`src/rtl/mips_mem_arbiter_pkg.sv`:
```
// Shared MIPS32 constants plus the memory arbiter's
// port-id and state encodings.
package mips_mem_arbiter_pkg;

  localparam int ADDR_W_DEF = 10;
  localparam int DATA_W_DEF = 32;

  localparam logic [5:0] OP_RTYPE = 6'h00;
  localparam logic [5:0] OP_BEQ   = 6'h04;
  localparam logic [5:0] OP_LW    = 6'h23;
  localparam logic [5:0] OP_SW    = 6'h2b;

  typedef enum logic [1:0] {
    S_IDLE,
    S_ACCESS,
    S_RESP
  } arb_state_e;

  typedef enum logic {
    PORT_IF = 1'b0,
    PORT_DM = 1'b1
  } port_e;

endpackage

```
`src/rtl/mips_mem_arbiter.sv`:
```
// Fetch / load-store arbiter in front of the shared
// word memory, with range check and access timeout.
module mips_mem_arbiter
  import mips_mem_arbiter_pkg::*;
#(
  parameter int ADDR_W     = ADDR_W_DEF,
  parameter int DATA_W     = DATA_W_DEF,
  parameter int MAX_DM_RUN = 4,
  parameter int TIMEOUT    = 15
) (
  input  logic              clk1,
  input  logic              rst,
  input  logic              if_req,
  input  logic [31:0]       if_addr,
  output logic              if_ack,
  output logic [DATA_W-1:0] if_rdata,
  output logic              if_err,
  input  logic              dm_req,
  input  logic              dm_we,
  input  logic [31:0]       dm_addr,
  input  logic [DATA_W-1:0] dm_wdata,
  output logic              dm_ack,
  output logic [DATA_W-1:0] dm_rdata,
  output logic              dm_err,
  input  logic              halt,
  output logic              mem_req,
  output logic              mem_we,
  output logic [ADDR_W-1:0] mem_addr,
  output logic [DATA_W-1:0] mem_wdata,
  input  logic              mem_ack,
  input  logic [DATA_W-1:0] mem_rdata,
  output logic              busy
);

  localparam int RW = $clog2(MAX_DM_RUN + 1);
  localparam int TB = $clog2(TIMEOUT + 1);
  localparam int TW = (TB < 4) ? 4 : TB;
  localparam logic [RW-1:0] RUN_MAX  = RW'(MAX_DM_RUN);
  localparam logic [TW-1:0] TMO_LAST = TW'(TIMEOUT - 1);

  arb_state_e        state_q, state_d;
  port_e             port_q, port_d;
  logic              we_q, we_d;
  logic              err_q, err_d;
  logic [ADDR_W-1:0] addr_q, addr_d;
  logic [DATA_W-1:0] wdata_q, wdata_d;
  logic [DATA_W-1:0] rdata_q, rdata_d;
  logic [RW-1:0]     run_q, run_d;
  logic [TW-1:0]     tmo_q, tmo_d;

  logic        fetch_win;
  logic [31:0] g_addr;
  logic        g_oor;

  // fetch only beats a pending data request once the run is used up
  assign fetch_win = if_req && (!dm_req || run_q == RUN_MAX);
  assign g_addr    = fetch_win ? if_addr : dm_addr;
  assign g_oor     = |g_addr[31:ADDR_W];

  always_ff @(posedge clk1 or posedge rst) begin
    if (rst) begin
      state_q <= S_IDLE;
      port_q  <= PORT_IF;
      we_q    <= 1'b0;
      err_q   <= 1'b0;
      addr_q  <= '0;
      wdata_q <= '0;
      rdata_q <= '0;
      run_q   <= '0;
      tmo_q   <= '0;
    end else begin
      state_q <= state_d;
      port_q  <= port_d;
      we_q    <= we_d;
      err_q   <= err_d;
      addr_q  <= addr_d;
      wdata_q <= wdata_d;
      rdata_q <= rdata_d;
      run_q   <= run_d;
      tmo_q   <= tmo_d;
    end
  end

  always_comb begin
    state_d = state_q;
    port_d  = port_q;
    we_d    = we_q;
    err_d   = err_q;
    addr_d  = addr_q;
    wdata_d = wdata_q;
    rdata_d = rdata_q;
    run_d   = run_q;
    tmo_d   = tmo_q;
    unique case (state_q)
      S_IDLE: begin
        if (!halt && (if_req || dm_req)) begin
          port_d  = fetch_win ? PORT_IF : PORT_DM;
          we_d    = !fetch_win && dm_we;
          addr_d  = g_addr[ADDR_W-1:0];
          wdata_d = fetch_win ? '0 : dm_wdata;
          rdata_d = '0;
          tmo_d   = '0;
          err_d   = g_oor;
          state_d = g_oor ? S_RESP : S_ACCESS;
          if (fetch_win || !if_req) begin
            run_d = '0;
          end else if (run_q != RUN_MAX) begin
            run_d = run_q + RW'(1);
          end
        end
      end
      S_ACCESS: begin
        if (mem_ack) begin
          rdata_d = we_q ? '0 : mem_rdata;
          err_d   = 1'b0;
          state_d = S_RESP;
        end else if (tmo_q == TMO_LAST) begin
          rdata_d = '0;
          err_d   = 1'b1;
          state_d = S_RESP;
        end else begin
          tmo_d = tmo_q + TW'(1);
        end
      end
      S_RESP: begin
        state_d = S_IDLE;
      end
      default: begin
        state_d = S_IDLE;
      end
    endcase
  end

  assign busy      = state_q != S_IDLE;
  assign mem_req   = state_q == S_ACCESS;
  assign mem_we    = mem_req && we_q;
  assign mem_addr  = mem_req ? addr_q : '0;
  assign mem_wdata = mem_req ? wdata_q : '0;

  assign if_ack   = state_q == S_RESP && port_q == PORT_IF;
  assign dm_ack   = state_q == S_RESP && port_q == PORT_DM;
  assign if_rdata = if_ack ? rdata_q : '0;
  assign dm_rdata = dm_ack ? rdata_q : '0;
  assign if_err   = if_ack && err_q;
  assign dm_err   = dm_ack && err_q;

endmodule
```
`config.mk`:
```
export PLATFORM = sky130hd
export DESIGN_NAME = mips_mem_arbiter
export DESIGN_NICKNAME = d
export VERILOG_FILES = /design/src/rtl/mips_mem_arbiter_pkg.sv /design/src/rtl/mips_mem_arbiter.sv
export SDC_FILE = /design/constraint.sdc
export NUM_CORES = 1
export LEC_CHECK = 0
export CAP_MARGIN = 10
export CORE_MARGIN = 2
export CORE_UTILIZATION = 38
export DETAILED_ROUTE_END_ITERATION = 16
export GPL_TIMING_DRIVEN = 0
export PLACE_DENSITY = 0.81
export SLEW_MARGIN = 20
export SYNTH_ARGS = -nofsm -noshare
export SYNTH_HDL_FRONTEND = slang
export SYNTH_SLANG_ARGS = --single-unit
```
`constraint.sdc`:
```
create_clock -name clk1 -period 3.21 [get_ports clk1]
set_input_delay 0.642 -clock clk1 [delete_from_list [all_inputs] [get_ports clk1]]
set_output_delay 0.642 -clock clk1 [all_outputs]
set_load 0.01 [all_outputs]
```
# After elaboration in Yosys (flattened, before gate mapping)
# Cells that the tools add are included.
[word_totals] ff_bits=86 out_inout_bits=113 word_cells=73 inputBits=135
[classes] bitwise_logic=1 n_addsub=2 n_eq_ne=9 reduce_logical=25 mux=27
[ops] op="$mux W32" n=9
[ops] op="$pmux W32 S2" n=1
[ops] op="$reduce_or A22 Y1" n=1
[ops] op="$mux W4" n=3
[ops] op="$mux W10" n=1
[ops] op="$logic_and A1 B1 Y1" n=8
[ops] op="$mux W2" n=4
[ops] op="$pmux W4 S2" n=1
[ops] op="$mux W3" n=2
[ops] op="$ne A2 B2 Y1 const B" n=3
[ops] op="$reduce_and A3 Y1" n=2
[ops] op="$reduce_bool A2 Y1" n=3
[ops] op="$add A4 B1 Y4 const B" n=1
[ops] op="$eq A4 B4 Y1 const B" n=1
[ops] op="$logic_not A1 Y1" n=4
[ops] op="$mux W1" n=4
[ops] op="$pmux W2 S2" n=1
[ops] op="$reduce_and A2 Y1" n=2
[ops] op="$reduce_and A4 Y1" n=1
[ops] op="$add A3 B1 Y3 const B" n=1
[ops] op="$eq A3 B3 Y1 const B" n=1
[ops] op="$logic_or A1 B1 Y1" n=3
[ops] op="$ne A3 B1 Y1 const B" n=1
[ops] op="$ne A3 B3 Y1 const B" n=1
[ops] op="other kinds (5)" n=5

# Longest topological paths before layout
# Gate-level depths: netlist of run 1.
[logic_depth] depth_word=8 ltp_mapped=8 mapped_depth_nobuf=6

# Worst setup path after synthesis of run 1
# OpenSTA, ideal clock, no wires.
[synth_path] path_type="register -> output" start="reg state_q[1]" end="out mem_wdata[22]" arrival_time_ps=1400 t_required_ps=2568 path_stages_with_launch=5 path_slack_ps=1168 path_buffers=2 path_cell_list="dfrtp_1 -> nor2b_1 -> clkbuf_1 -> clkbuf_1 -> and2_1"
[synth_via] elab_chain_len=2
[synth_lines] item="start: declaration" line="mips_mem_arbiter.sv:41" rtl="arb_state_e state_q, state_d;"
[synth_lines] item="start signal: assignment" line="mips_mem_arbiter.sv:72" rtl="state_q <= state_d;"
[synth_lines] item="$eq A2 B1 Y1" line="mips_mem_arbiter.sv:135" rtl="assign mem_req = state_q == S_ACCESS;"
[synth_lines] item="named net mem_req" line="mips_mem_arbiter.sv:26" rtl="output logic mem_req,"
[synth_lines] item="$mux W32" line="mips_mem_arbiter.sv:138" rtl="assign mem_wdata = mem_req ? wdata_q : '0;"
[synth_lines] item="end: declaration" line="mips_mem_arbiter.sv:29" rtl="output logic [DATA_W-1:0] mem_wdata,"
# The timed path passes the listed nets, and every way through them passes these cells.

# Worst setup path in the final report of run 1
[layout_path] start="reg state_q[0]" end="out mem_wdata[22]"
[layout_via] elab_chain_len=2
[layout_lines] item="$eq A2 B1 Y1" line="mips_mem_arbiter.sv:135"
[layout_lines] item="$mux W32" line="mips_mem_arbiter.sv:138"
# Every way passes these cells.

==> results of run 1 <==
-- stage by stage --
step	std cells	hold slack, ns	util	area, um^2	power [mW]
floorplan	385	0.442	-	4230	1.41
global placement	772	0.458	0.634	6880	1.64
detailed placement	773	0.469	0.637	6910	1.66
CTS	788	0.487	0.652	7070	2.31
global route	788	0.508	0.653	7070	2.40
finish	788	0.484	0.653	7070	2.28
-- sequential cells by signal (all words and copies together), names as in the netlist --
register	flops
rdata_q	32
wdata_q	32
addr_q	10
tmo_q	4
run_q	3
state_q	2
err_q	1
port_q	1
we_q	1
-- synth_stat cells, types with 2 or more instances --
| cell | count |
|---|---|
| o21ai_1 | 9 |
| nor2_1 | 5 |
| mux2i_1 | 10 |
| nand4b_1 | 2 |
| nand4_1 | 2 |
| a22o_1 | 67 |
| a21oi_1 | 2 |
| ha_1 | 4 |
| nor2b_1 | 2 |
| or3_1 | 2 |
| dfrtp_1 | 86 |
| inv_1 | 7 |
| buf_2 | 9 |
| o21ai_0 | 4 |
| and2_1 | 110 |
| clkbuf_1 | 12 |
| nand3_1 | 3 |
| buf_6 | 9 |
| nand2_1 | 12 |
| nor4_1 | 10 |
-- kinds of logic after synthesis --
kind of cell,count (synthesis)
xor+xnor,1
fa+ha+maj,4
buf+inv,37
mux,11
simple gates,156
compound gates,90
flops,86
-- layer usage --
metal	vias to the layer above	global-route usage
met5	-	0
met4	0	0.106
li1	1875	-
met2	160	0.362
met3	28	0.0528
met1	1894	0.267
-- power breakdown --
group / total [mW] / leakage [nW] / switching, mW / internal (mW)
sequential: 1.22 / 1.13 / 0.0505 / 1.17
combinational: 0.414 / 1.86 / 0.158 / 0.256
clock: 0.643 / 0.0817 / 0.371 / 0.272
total: 2.28 / 3.07 / 0.580 / 1.70
-- placed cells by master, fill, tap and decap left out, types with 2 or more instances in the layout --
cell type	Yosys	final
nand3_1	3	3
clkinv_2	0	4
nand4b_1	2	2
or3_1	2	2
nand2_1	12	12
dfrtp_1	86	86
clkbuf_1	12	10
nand4_1	2	2
ha_1	4	4
buf_6	9	9
o21ai_1	9	9
clkbuf_2	0	3
a22o_1	67	67
nor2_1	5	5
clkbuf_8	0	9
inv_1	7	6
and2_1	110	110
nor4_1	10	10
clkdlybuf4s50_1	0	247
o21ai_0	4	4
a21oi_1	2	2
buf_2	9	9
mux2i_1	10	10
-- worst max-delay path by stage --
| stage | to | slack (ns) |
|---|---|---|
| after CTS | mem_wdata[20] | 0.02 |
| after global placement | addr_q[4] | -0.90 |
| final | mem_wdata[22] | 0.20 |
| after detailed placement | mem_wdata[20] | 0.26 |
| after floorplan | addr_q[0] | 0.35 |
| after global routing | mem_addr[3] | 0.01 |
-- what timing repair did --
item / CTS / global route
pin swaps: 0 / 0
gates cloned: 0 / 0
gates resized for setup: 2 / 5
endpoints found under the setup margin: 48 / 46
-- layout make-up --
cell class,count,share of cell area
plain buffers,30,0.0276
clock buffers,10,0.0180
clock inverters,5,0.00389
inverters,7,0.00407
multi-input cells,262,0.264
flip-flops and latches,86,0.304
well taps,140,0.0248
repair buffers,248,0.353
-- worst min-delay path, cell delays in order, from the launching register on --
cell     delay (ns)
dfrtp_1        0.34
nand2_1        0.04
o21ai_1        0.06
==> results by group, run 1 <==
Drt
  • Post-route DRC violation count: 0
  • Final WL: 12.7 mm
  • DR WL/cell: 16.2 um
  • Uppermost routed layer: met4
  • Initial DRC count: 159
  • Via/cell ratio: 5.02
  • Pre-antenna DRT Iters: 5
  • DR WL met3: 992 um
  • Met1 Routed Length: 5.26 mm
  • Post-route antenna net violation count: 0
  • Metal2 WL: 6.08 mm
  • Vias: 3957

Clock network
  • Hold_buf cts: 0
  • CTS H-tree depth: 3
  • Post-CTS Setup Inserts: 0
  • CTS tree: done
  • Total CTS buffers: 9
  • Clock-pin transition on the worst setup and hold timing paths: 0.08 ns
  • Worst-Skew Late Latency: 0.35 ns
  • Clk sinks: 86
  • Root Driver: clkbuf_8
  • Clock tree buffer depth: 2

Critical path
  • Cell family with most CP delay: buffers and inverters
  • Setup crit end kind: output port
  • CP Class: reg -> out
  • Worst-path cell chain: nor2b_2 > clkbuf_2 > clkbuf_1 > and2_1 > clkdlybuf4s50_1
  • Crit path depth: 5
  • Worst R2R Setup Slack: 1.34 ns
  • WP buf/inv: 3
  • Critical path arrival: 2.37 ns
  • Crit path largest cell delay: 0.53 ns
  • Slowest stage cell, crit path: clkdlybuf4s50_1
  • Crit path from: state_q[0]
  • Critical Path Fanout Max: 10
  • Reg2Reg Depth: 7
  • Reg2reg start: run_q[0]
  • FF-to-FF End: addr_q[0]
  • Startpoint types: register
  • Required time worst endpoint: 2.57 ns

Power and ir drop
  • Worst ir drop on vdd: 0.204 mV
  • LEAKAGE: 3.07 nW
  • PD cells: 322 nW/um^2

Floorplanning
  • I/O Pins: 248
  • Die area: 12000 um^2
  • Floorplan row count: 38
  • Initial Util: 0.390
  • Die width: 110 um
  • CORE AREA: 10800 um^2
  • Chip height: 110 um

STA
  • Final period util: 0.937
  • Slew Viols, Final: 0
  • Slew at the pin closest to its max-slew limit: 0.477 ns
  • Setup Skew: 0.00949 ns
  • Total negative setup slack: 0 ns
  • Setup WS post-layout: 0.203 ns
  • Final hold vios: 0
  • Fin crit period: 3.01 ns
  • RSZ-0062 raised after global routing: no
  • Peak Freq: 0.333 GHz
  • Setup violations, final: 0
  • Slew margin rel.: 0.681

Cells and area
  • FILL cells: 869
  • Final net count: 783
  • Proportion of layout cells with a drive suffix above 1: 0.0725
  • N_diodes: 0
  • Sequential cell area: 2150 um^2
  • Layout Area Growth over Synthesis: 67.2%
  • Area taken by multi-input logic gates: 1870 um^2

Synth
  • Post-synth top area share: 0.509
  • Post-synthesis mux area share: 0.0263
  • EDFF count, synth: 0
  • Post-synth top flop: dfrtp_1
  • Avg Cell Area, Syn: 11.0 um^2
  • Mapped Area: 4230 um^2
  • Fraction of the mapped netlist area in adder cells: 0.0118
  • Sequential fraction of the synthesis area: 0.509
  • Ys Warns: 0
  • Post-synth top area cell: dfrtp_1
  • Async set or reset register ratio after synthesis: 1.00
  • Synth Register Bits: 86
  • Largest cells by area after synthesis: dfrtp_1 51%, and2_1 16%, a22o_1 14%
  • Yosys cell types: 38
  • Post-synthesis simple-gate area fraction: 0.227
  • Post-synth net total: 524
  • Main combinational cell family by area after synthesis: simple AND/OR/NAND/NOR gates
  • Xor/xnor share of the synthesized area: 0.00207
  • Compound-Gate Fraction of Synth Area: 0.172
  • Cells after synthesis: 385

Global routing
  • Largest net degree at the start of global routing: 55
  • Grt total ovfl: 0
  • Total Routing Usage GR: 0.219
  • Number of antenna violations at the first check in global routing: 0
  • Vias in the first global route: 4052
  • First-pass GRT wire length: 20.3 mm

Run
  • Max Cap Viol: 0

Outcome
  • Status: completed

Worst hold path
  • Hold wc startpoint: addr_q[0]
  • Hold EP: addr_q[0]
  • Hold Crit Depth: 2
  • Worst Hold Class: reg -> reg

Placement
  • GPL Wtd Cong: 0.843
  • Placement Setup Slack: 0.264 ns
  • HPWL after DPL: 9.97 mm
  • Port buffer count: 247
No activity file was read; power rests on OpenSTA's default activity.
==> run 2: changes to the inputs <==
--- a/config.mk
+++ b/config.mk
@@ -7,5 +7,6 @@
 export LEC_CHECK = 0
+export ABC_AREA = 1
 export CAP_MARGIN = 10
 export CORE_MARGIN = 2
-export CORE_UTILIZATION = 38
+export CORE_UTILIZATION = 39
 export DETAILED_ROUTE_END_ITERATION = 16
--- a/constraint.sdc
+++ b/constraint.sdc
@@ -3,2 +3,2 @@
 set_output_delay 0.642 -clock clk1 [all_outputs]
-set_load 0.01 [all_outputs]
+set_load 0.1 [all_outputs]
==> run 2 against run 1 <==
Net effect:
- die area grew 4.6%
- synthesized area is 7.5% higher
- sequential cell count is the same
- core utilization is 6.6 points higher
- via count increased by 16%
- clock-buffer cell count rose by 2
- fmax is 2.7% lower
- critical path type unchanged
- largest power group is now combinational cells
- highest routed layer unchanged
==> results by group, run 2 <==
Synth
  • Ys Warns: 0 (unchanged)
  • Post-synth top area share: 0.473 (-0.0354)
  • Yosys cell types: 30 (-21%)
  • Count leader, synth: nor2_1
  • Post-synth top flop: dfrtp_1
  • Post-synth net total: 707 (+35%)
  • Avg Cell Area, Syn: 8.01 um^2 (-27%)
  • Post-synth top area cell: dfrtp_1
  • Largest cells by area after synthesis: dfrtp_1 47%, nor2_1 13%, inv_1 9.9%
  • Synth Register Bits: 86 (unchanged)
  • Synth cell count leaders: 156 x nor2_1, 120 x inv_1, 86 x dfrtp_1
  • Async set or reset register ratio after synthesis: 1.00 (unchanged)
  • Mapped Area: 4550 um^2 (+7.5%)
  • EDFF count, synth: 0 (unchanged)
  • Sequential fraction of the synthesis area: 0.473 (-0.0354)
  • Cells after synthesis: 568 (+48%)

Placement
  • GPL Wtd Cong: 0.888 (+5.3%)
  • Placement Setup Slack: -0.0390 ns (-0.303 ns)
  • HPWL after DPL: 11.4 mm (+14%)
  • Port buffer count: 247 (unchanged)
  • Placed Area: 7820 um^2 (+13%)

Floorplanning
  • Initial Util: 0.398 (+0.00797)
  • Die width: 112 um (+2.3%)
  • Floorplan row count: 39 (+2.6%)
  • Chip height: 112 um (+2.3%)
  • Die area: 12500 um^2 (+4.6%)
  • CORE AREA: 11400 um^2 (+5.3%)
  • I/O Pins: 248 (unchanged)

Cells and area
  • Most frequent cells in the layout: 138 x clkdlybuf4s50_1, 119 x inv_1, 93 x clkdlybuf4s15_2, 86 x dfrtp_1, 64 x nor2_4
  • Final net count: 966 (+23%)
  • Layout Area Growth over Synthesis: 80.4%
  • Top flop regs: rdata_q: 32 flops, wdata_q: 32 flops, addr_q: 10 flops
  • N_diodes: 0 (unchanged)
  • Commonest non-fill, non-tap cell in the layout: clkdlybuf4s50_1
  • Proportion of layout cells with a drive suffix above 1: 0.338 (+0.265)
  • Post-Layout Inst Area: 8200 um^2 (+16%)

Drt
  • Post-route DRC violation count: 0 (unchanged)
  • DR WL/cell: 14.7 um (-9.3%)
  • Pre-antenna DRT Iters: 4 (-1)
  • Post-route antenna net violation count: 0 (unchanged)
  • Via/cell ratio: 4.70 (-6.4%)
  • Initial DRC count: 202 (+27%)
  • Vias: 4581 (+16%)
  • Final WL: 14.3 mm (+12%)

Clock network
  • Total CTS buffers: 9 (unchanged)
  • Clock-pin transition on the worst setup and hold timing paths: 0.06 ns (-0.02 ns)
  • Clock tree buffer depth: 2 (unchanged)
  • Worst-Skew Late Latency: 0.33 ns (-0.02 ns)
  • Clk sinks: 86 (unchanged)
  • CTS tree: done
  • Root Driver: clkbuf_16
  • CTS H-tree depth: 3 (unchanged)
  • Post-CTS Setup Inserts: 0 (unchanged)

Global routing
  • First-pass GRT wire length: 23.6 mm (+17%)
  • Vias in the first global route: 4847 (+20%)
  • Largest net degree at the start of global routing: 53 (-3.6%)
  • Number of antenna violations at the first check in global routing: 0 (unchanged)
  • Grt total ovfl: 0 (unchanged)
  • Total Routing Usage GR: 0.232 (+0.0131)

STA
  • Final hold vios: 0 (unchanged)
  • Setup violations, final: 0 (unchanged)
  • Peak Freq: 0.324 GHz (-2.7%)
  • RSZ-0062 raised after global routing: no
  • Setup Skew: 0.00719 ns (-0.00230 ns)
  • Hold Worst Slack: 0.549 ns (+0.0652 ns)
  • Slew Viols, Final: 0 (unchanged)
  • Final period util: 0.963 (+0.0258)
  • Setup WS post-layout: 0.120 ns (-0.0829 ns)
  • Slew at the pin closest to its max-slew limit: 1.01 ns (+0.531 ns)
  • Fin crit period: 3.09 ns (+0.0829 ns)
  • Slew margin rel.: 0.326 (-0.355)

Critical path
  • Critical Path Fanout Max: 6 (-4)
  • Critical path arrival: 2.45 ns (+0.08 ns)
  • CP Class: reg -> out
  • Setup crit end kind: output port
  • Required time worst endpoint: 2.57 ns (about the same)
  • Startpoint types: register

Power and ir drop
  • Sw power: 1.64 mW (+180%)
  • Worst ir drop on vdd: 0.459 mV (+130%)
  • PD cells: 505 nW/um^2 (+57%)
  • LEAKAGE: 3.36 nW (+9.4%)
  • Cell Int Power: 2.50 mW (+47%)
  • Comb pwr share: 0.402 (+0.220)
  • Clock power frac: 0.241 (-0.041)
  • Sw Ratio: 0.397 (+0.143)
  • Flop pwr share: 0.357 (-0.180)

Outcome
  • Status: completed

Run
  • Max Cap Viol: 0 (unchanged)

Worst hold path
  • Worst Hold Class: reg -> reg
==> run 2: cell types whose count changed after synthesis, moves of 7 or more <==
cell,previous run,this run
mux2i_1,10,1
o21ai_0,4,46
and2_1,110,0
o21ai_1,9,2
o22ai_2,0,30
nand3_1,3,42
a22o_1,67,0
inv_1,7,120
nor2_1,5,156
nor4_1,10,0
nand2_1,12,19
o22ai_1,1,12
==> run 2: timing repair <==
item | in CTS | in global routing
hold endpoints to repair | 0 | 0
setup endpoints to repair | 103 | 13
hold buffers | 0 | 0
gates resized for setup | 296 | 13
==> run 2: cells by family (layout without fill, tap and decap cells) <==
kind of cell | after synthesis | after routing | share of synthesized area
and+or+nand+nor | 226 | 226 | 0.207
buffers and inverters | 152 | 416 | 0.141
AOI/OAI and AO/OA | 97 | 97 | 0.162
DFF | 86 | 86 | 0.473
adders and majority gates | 4 | 4 | 0.0110
xor gates and xnor gates | 2 | 2 | 0.00385
muxes | 1 | 1 | 0.00220
==> run 2: path summary, 6_finish.rpt <==
check                            start          end  slack (ns)  cells after the start
min in group asynchronous          rst   wdata_q[7]        0.77                      2
hold reg to reg            wdata_q[31]  wdata_q[31]        0.55                      2
max in group asynchronous          rst    addr_q[4]        1.83                      3
setup reg to reg              run_q[0]    addr_q[0]        1.43                      8
setup / recovery            state_q[1]  dm_rdata[0]        0.12                      5
hold / removal             wdata_q[31]  wdata_q[31]        0.55                      2
==> run 2: metal layers <==
metal	wire [um]	vias up	share of wire	GRT usage
met1	5830	2107	0.41	0.279
met2	7060	181	0.49	0.405
met4	218	0	0.015	0.0691
met5	0	-	0	0
li1	-	2273	-	-
met3	1190	20	0.083	0.0648
==> run 2: cell type report <==
class | count | area, um^2
Sequential cell | 86 | 2150
Tap cell | 143 | 179
Inverter | 122 | 460
Multi-Input combinational cell | 330 | 2360
Buffer | 30 | 183
Timing Repair Buffer | 248 | 2580
Clock inverter | 4 | 47.5
Fill cell | 853 | 3220
Clock buffer | 12 | 236
==> run 2: stage by stage <==
stage	instances	utilization	power (mW)	TNS, ns
after floorplan	568	-	2.70	-0.805
after global placement	958	0.683	3.09	-80.58
after detailed placement	959	0.685	3.17	-0.230
after CTS	975	0.720	4.17	0
after global routing	975	0.718	4.37	0
final	975	0.718	4.14	0
==> run 2: power by group through the flow <==
stage          Clock (mW)  Sequential [mW]  Combinational [mW]
2_1_floorplan           0             1.47                1.23
3_3_place_gp            0             1.48                1.61
3_5_place_dp            0             1.50                1.67
4_1_cts              1.01             1.48                1.68
5_1_grt              1.06             1.51                1.81
6_report            0.999             1.48                1.67
==> run 2: critical path: stages (launching register included) <==
cell and delay, ns:
dfrtp_1 0.46, inv_1 0.15, nor3_4 0.22, inv_1 0.25, nor2_4 0.15, dlygate4sd2_1 0.88
